**src/rtl/ascon_bdi_packer_pkg.sv**
```systemverilog
// Shared Ascon configuration: default core word width and the segment type encoding.
// D_INVALID is the value shown on an idle output.
package ascon_bdi_packer_pkg;

    localparam int CCW = 32;

    typedef enum logic [2:0] {
        D_INVALID = 3'd0,
        D_NONCE   = 3'd1,
        D_AD      = 3'd2,
        D_MSG     = 3'd3,
        D_TAG     = 3'd4
    } data_e;

endpackage

```
**src/rtl/ascon_bdi_packer_if.sv**
```systemverilog
// Byte-stream input and core bdi word output of the packer, plus the sticky error flag.
// slave = packer side, master = environment side.
interface ascon_bdi_packer_if #(
    parameter int CCW = ascon_bdi_packer_pkg::CCW
);
    import ascon_bdi_packer_pkg::*;

    localparam int NB = CCW / 8;

    logic [7:0]     s_data;
    logic           s_valid;
    logic           s_ready;
    data_e          s_type;
    logic           s_last;
    logic           s_eoi;

    logic [CCW-1:0] bdi;
    logic [NB-1:0]  bdi_valid;
    logic           bdi_ready;
    data_e          bdi_type;
    logic           bdi_eot;
    logic           bdi_eoi;

    logic           err;

    modport slave (
        input  s_data, s_valid, s_type, s_last, s_eoi, bdi_ready,
        output s_ready, bdi, bdi_valid, bdi_type, bdi_eot, bdi_eoi, err
    );

    modport master (
        output s_data, s_valid, s_type, s_last, s_eoi, bdi_ready,
        input  s_ready, bdi, bdi_valid, bdi_type, bdi_eot, bdi_eoi, err
    );

endinterface

```
**src/rtl/ascon_word_fifo.sv**
```systemverilog
// Two-entry word FIFO; a pushed word is readable the cycle after the push edge.
// push_rdy is a flop (occupancy < 2), so it has no combinational path from pop.
module ascon_word_fifo #(
    parameter int W = 8
) (
    input  logic         clk,
    input  logic         rst,
    input  logic         push,
    input  logic [W-1:0] push_dat,
    output logic         push_rdy,
    input  logic         pop,
    output logic         pop_vld,
    output logic [W-1:0] pop_dat
);

    logic [W-1:0] mem [2];
    logic         wr_ptr;
    logic         rd_ptr;
    logic [1:0]   cnt;
    logic [1:0]   cnt_nxt;
    logic         do_push;
    logic         do_pop;

    always_comb begin
        do_push = push && push_rdy;
        do_pop  = pop && (cnt != 2'd0);
        cnt_nxt = cnt + 2'(do_push) - 2'(do_pop);
        pop_vld = (cnt != 2'd0);
        pop_dat = pop_vld ? mem[rd_ptr] : '0;
    end

    always_ff @(posedge clk) begin
        if (!rst) begin
            wr_ptr   <= 1'b0;
            rd_ptr   <= 1'b0;
            cnt      <= 2'd0;
            push_rdy <= 1'b1;
        end else begin
            if (do_push) wr_ptr <= ~wr_ptr;
            if (do_pop)  rd_ptr <= ~rd_ptr;
            cnt      <= cnt_nxt;
            push_rdy <= (cnt_nxt != 2'd2);
        end
    end

    // Storage needs no reset: entries are only visible while counted.
    always_ff @(posedge clk) begin
        if (do_push) mem[wr_ptr] <= push_dat;
    end

endmodule

```
**src/rtl/ascon_bdi_packer.sv**
```systemverilog
// Packs a typed byte stream into CCW-bit bdi words; a closing byte shows on bdi one cycle later.
// s_ready is a registered "FIFO not full"; bdi_ready backpressure only reaches it through occupancy.
module ascon_bdi_packer
    import ascon_bdi_packer_pkg::*;
#(
    parameter int CCW = ascon_bdi_packer_pkg::CCW,
    localparam int NB = CCW / 8
) (
    input  logic               clk,
    input  logic               rst,
    ascon_bdi_packer_if.slave  bus
);

    localparam int CW = (NB > 1) ? $clog2(NB) : 1;

    typedef struct packed {
        logic [CCW-1:0] data;
        logic [NB-1:0]  en;
        data_e          typ;
        logic           eot;
        logic           eoi;
    } word_t;

    logic [CW-1:0]  byte_cnt;
    logic [CCW-1:0] acc;
    data_e          acc_type;
    logic           err_q;

    logic           fifo_rdy;
    logic           fifo_vld;
    logic           take;
    logic           mismatch;
    logic           good;
    logic           close;
    logic           push;
    logic           pop;
    logic [CCW-1:0] lanes;
    word_t          push_word;
    word_t          pop_word;

    always_comb begin
        take     = bus.s_valid && fifo_rdy;
        mismatch = (byte_cnt != '0) && (bus.s_type != acc_type);
        good     = take && !mismatch;
        close    = (byte_cnt == CW'(NB - 1)) || bus.s_last;
        push     = good && close;

        lanes = acc;
        lanes[8*byte_cnt +: 8] = bus.s_data;

        push_word      = '0;
        push_word.data = lanes;
        for (int k = 0; k < NB; k++) begin
            push_word.en[k] = (k <= int'(byte_cnt));
        end
        // A good byte mid-word always carries the latched type, so s_type is correct either way.
        push_word.typ = bus.s_type;
        push_word.eot = bus.s_last;
        push_word.eoi = bus.s_last && bus.s_eoi;
    end

    always_ff @(posedge clk) begin
        if (!rst) begin
            byte_cnt <= '0;
            acc      <= '0;
            acc_type <= D_INVALID;
            err_q    <= 1'b0;
        end else begin
            if (take && mismatch) err_q <= 1'b1;
            if (good) begin
                if (byte_cnt == '0) acc_type <= bus.s_type;
                // Clearing on close keeps unfilled lanes of the next word at zero.
                if (close) begin
                    byte_cnt <= '0;
                    acc      <= '0;
                end else begin
                    byte_cnt <= byte_cnt + 1'b1;
                    acc      <= lanes;
                end
            end
        end
    end

    ascon_word_fifo #(
        .W($bits(word_t))
    ) u_fifo (
        .clk      (clk),
        .rst      (rst),
        .push     (push),
        .push_dat (push_word),
        .push_rdy (fifo_rdy),
        .pop      (pop),
        .pop_vld  (fifo_vld),
        .pop_dat  (pop_word)
    );

    assign pop           = fifo_vld && bus.bdi_ready;
    assign bus.s_ready   = fifo_rdy;
    assign bus.bdi       = pop_word.data;
    assign bus.bdi_valid = pop_word.en;
    assign bus.bdi_type  = pop_word.typ;
    assign bus.bdi_eot   = pop_word.eot;
    assign bus.bdi_eoi   = pop_word.eoi;
    assign bus.err       = err_q;

endmodule

```
**src/flat_wrapper.sv**
```systemverilog
// flat-port wrapper written by rule: the top's interface ports become plain ports
module ascon_bdi_packer_flat import ascon_bdi_packer_pkg::*;
#(
    parameter int CCW = ascon_bdi_packer_pkg::CCW,
    localparam int NB = CCW / 8
)
  (clk, rst, bus_s_data, bus_s_valid, bus_s_type, bus_s_last, bus_s_eoi, bus_bdi_ready, bus_s_ready, bus_bdi, bus_bdi_valid, bus_bdi_type, bus_bdi_eot, bus_bdi_eoi, bus_err);
  ascon_bdi_packer_if #(.CCW(CCW)) bus_i ();
  input  logic clk;
  input  logic rst;
  input wire logic [$bits(bus_i.s_data)-1:0] bus_s_data;
  input wire logic [$bits(bus_i.s_valid)-1:0] bus_s_valid;
  input wire logic [$bits(bus_i.s_type)-1:0] bus_s_type;
  input wire logic [$bits(bus_i.s_last)-1:0] bus_s_last;
  input wire logic [$bits(bus_i.s_eoi)-1:0] bus_s_eoi;
  input wire logic [$bits(bus_i.bdi_ready)-1:0] bus_bdi_ready;
  output wire logic [$bits(bus_i.s_ready)-1:0] bus_s_ready;
  output wire logic [$bits(bus_i.bdi)-1:0] bus_bdi;
  output wire logic [$bits(bus_i.bdi_valid)-1:0] bus_bdi_valid;
  output wire logic [$bits(bus_i.bdi_type)-1:0] bus_bdi_type;
  output wire logic [$bits(bus_i.bdi_eot)-1:0] bus_bdi_eot;
  output wire logic [$bits(bus_i.bdi_eoi)-1:0] bus_bdi_eoi;
  output wire logic [$bits(bus_i.err)-1:0] bus_err;
  assign bus_i.s_data = bus_s_data;
  assign bus_i.s_valid = bus_s_valid;
  assign bus_i.s_type = bus_s_type;
  assign bus_i.s_last = bus_s_last;
  assign bus_i.s_eoi = bus_s_eoi;
  assign bus_i.bdi_ready = bus_bdi_ready;
  assign bus_s_ready = bus_i.s_ready;
  assign bus_bdi = bus_i.bdi;
  assign bus_bdi_valid = bus_i.bdi_valid;
  assign bus_bdi_type = bus_i.bdi_type;
  assign bus_bdi_eot = bus_i.bdi_eot;
  assign bus_bdi_eoi = bus_i.bdi_eoi;
  assign bus_err = bus_i.err;
  ascon_bdi_packer #(.CCW(CCW)) u_core (.clk(clk), .rst(rst), .bus(bus_i));
endmodule
```
**config.mk**
```make
export PLATFORM = sky130hd
export DESIGN_NAME = ascon_bdi_packer_flat
export DESIGN_NICKNAME = d
export VERILOG_FILES = /design/src/rtl/ascon_bdi_packer_pkg.sv /design/src/rtl/ascon_bdi_packer_if.sv /design/src/rtl/ascon_word_fifo.sv /design/src/rtl/ascon_bdi_packer.sv /design/src/flat_wrapper.sv
export SDC_FILE = /design/constraint.sdc
export NUM_CORES = 1
export LEC_CHECK = 0
export BUFFER_PORTS_ARGS = -buffer_cell sky130_fd_sc_hd__buf_2
export CORE_MARGIN = 2
export CORE_UTILIZATION = 30
export CTS_CLUSTER_DIAMETER = 30
export DETAILED_ROUTE_END_ITERATION = 8
export PLACE_DENSITY = 0.43
export SLEW_MARGIN = 15
export SYNTH_ARGS = -nofsm -noshare
export SYNTH_HDL_FRONTEND = slang
export SYNTH_SLANG_ARGS = --single-unit
```
**constraint.sdc**
```tcl
create_clock -name clk -period 4.9 [get_ports clk]
set_clock_uncertainty 0.05 [all_clocks]
set_input_delay 0.245 -clock clk [delete_from_list [all_inputs] [get_ports clk]]
set_output_delay 0.245 -clock clk [all_outputs]
set_load 0.03 [all_outputs]
```
==> out/metrics.csv <==
metric;value;unit
die_w;138;um
final_cell_mix;edfxtp_1 (80), buf_2 (59), nand3_1 (45);
rsz0062_at_grt;false;
seq_area_frac_synth;60.7;%
post_cts_resized;0;
num_vias;3495;
leakage;2.66;nW
yosys.area_share.adder;2.08;%
outcome;finished clean;
io_pins;60;
track_usage;12.6;%
powerDensity;563;nW/um^2
slew_headroom;33.9;%
worst-r2r-cell-count;7;
slowest_delay;460;ps
worst_pin_slew;989;ps
ys.flop_type;edfxtp_1;
numCtsBuffers;17;
vdd_ir_drop_max;348;uV
cp-start-kind;flop;
portBuffers;59;
clock_path_buffers;2;
postSynthAreaPerCell;11.7;sq um
synth_xor_area_share;0.972;%
worstPathMaxFanout;22;
hpwl;7.41;mm
cts_sinks;124;
drive_gt1_share;18.4;%
drc_errors;0;
rows;49;
antenna_found_initial;0;
path_delay_family;simple AND/OR/NAND/NOR gates;
cap_viol_max_count;0;
die_area;19100;sq um
syn_to_final_growth;19.6;%
via_per_inst;4.62;
hold_ws;23.7;ps
gr-total-overflow;0;
die_height;138;um
netlist_area;5410;sq um
async_reset_ff_share;0;%
crit_chain;inv_1 -> ha_1 -> nand3_1 -> o41a_2 -> or2_4 -> nor2_4 -> buf_4;
synth_top_family_by_area;simple AND/OR/NAND/NOR gates;
ys_seq_elements;124;
drtAntennaViolNets;0;
synth-compound-area-share;9.18;%
synth_edf_count;80;
setup_viol_count_final;0;
drv_slew;0;
worst_ep_required_time;4920;ps
path_class;reg2reg;
min_path_type;in2reg;
clk_latency;410;ps
drt_wl_total;11.6;mm
synth_simple_gate_area_share;13.4;%
gp_congestion;0.722;
grt_pass1_vias;3571;
antennaDiodeCount;0;
yosys.area.top_type_share;44.4;%
cts_setup_buffers;0;
path_buf_inv;2;
start_util;30.3;%
hold_viol;0;
min_path_cells;1;
synth.distinct_cells;30;
max_freq;336;MHz
cts_htree_levels;4;
firstDrtPassIters;4;
drtIter0Drc;209;
fin_crit_sh;60.7;%
core-area;17800;sq um
cts_root_buf;clkbuf_16;
syn_inst;464;
cp-end-kind;flop;
clk_pin_slew_worst_paths;50;ps
yosysTopAreaCell;edfxtp_1;
syn-num-nets;490;
cts_tree;built;
cts-hold-fix-buffers;0;
arrival;2990;ps
slowest_stage;nor2_4;
synthTopCellsByArea;edfxtp_1 (44%), dfxtp_1 (16%), mux2i_1 (8.0%), o31ai_1 (4.7%), nand3_1 (4.2%);
setup_tns;0;ps
final_common_cell;edfxtp_1;
yosysWarnings;0;
detail_route.wl_per_cell;15.4;um
synthMuxAreaShare;7.96;%
min_period;2970;ps
cp.depth;7;
grt_pass1_wl;18.8;mm
fin_nets;540;
grt_max_degree;71;
## state kept, by name, summed over array words and instances (netlist names), named ones only
signal	count
u_core.u_fifo.wr_ptr	1
u_core.u_fifo.mem	80
u_core.u_fifo.cnt	2
u_core.u_fifo.push_rdy	1
u_core.acc	32
u_core.acc_type	3
u_core.u_fifo.rd_ptr	1
u_core.byte_cnt	2
u_core.bus.err	1
## cells in the mapped netlist (2+ instances only)
cell type,n
clkbuf_1,20
and2_1,7
inv_1,38
o21a_1,2
o31ai_1,34
and2b_1,8
dfxtp_1,44
nand2_1,3
nand3_1,45
buf_1,3
buf_2,5
nor2_1,43
edfxtp_1,80
a31oi_1,24
buf_6,4
xnor2_1,2
xor2_1,4
nor2b_1,28
mux2i_1,43
a21boi_0,8
nor3_1,2
ha_1,9
## final timing paths
check / startpoint / endpoint / slack, ps
worst max-delay path: u_core.byte_cnt[0]$_SDFFE_PN0N_ / u_core.u_fifo.mem[1][33]$_DFFE_PP_ / 1930
worst min register to register: u_core.acc[28]$_SDFFE_PN0N_ / u_core.acc[28]$_SDFFE_PN0N_ / 410
worst min-delay path: bus_s_type[1] / u_core.u_fifo.mem[1][3]$_DFFE_PP_ / 20
worst max register to register: u_core.byte_cnt[0]$_SDFFE_PN0N_ / u_core.u_fifo.mem[1][33]$_DFFE_PP_ / 1930
## layout make-up
| type | instances | area [sq um] |
|---|---|---|
| Fill cell | 1772 | 11400 |
| Sequential cell | 124 | 3280 |
| Multi-Input combinational cell | 269 | 1840 |
| Clock buffer | 22 | 464 |
| Timing Repair Buffer | 64 | 333 |
| Tap cell | 229 | 287 |
| Inverter | 38 | 143 |
| Clock inverter | 10 | 120 |
## report_power, final
part	switching, mW	leakage, nW	total [mW]	internal [mW]
Clock	0.413	0.288	1.23	0.815
Combinational	0.809	1.28	1.14	0.327
Sequential	0.0399	1.10	1.28	1.24
Total	1.26	2.66	3.64	2.38
## kinds of logic after synthesis
| logic type | count (synthesis) |
|---|---|
| AO/OA/AOI/OAI | 70 |
| XOR/XNOR | 6 |
| adder cells (fa/ha/maj) | 9 |
| buffers and inverters | 71 |
| flip-flops | 124 |
| multiplexers | 43 |
| AND/OR/NAND/NOR | 141 |
## metal layers
layer / global-route usage (%) / wire, um / vias up
li1: - / - / 1758
met1: 16.0 / 5450 / 1662
met2: 20.2 / 5520 / 62
met3: 3.91 / 474 / 13
met4: 4.83 / 172 / 0
met5: 0 / 0 / -
## metrics by stage
stage	setup WS [ps]	power (mW)	area (sq um)	std cells	utilization, %
5_1_grt	1680	3.84	6470	756	36.3
6_report	1930	3.64	6470	756	36.3
4_1_cts	1850	3.70	6470	756	36.3
3_3_place_gp	1970	2.45	5880	724	33.0
2_1_floorplan	404	2.17	5410	464	-
3_5_place_dp	1860	2.46	5880	724	33.0
Power figures use the tool's default switching activity.
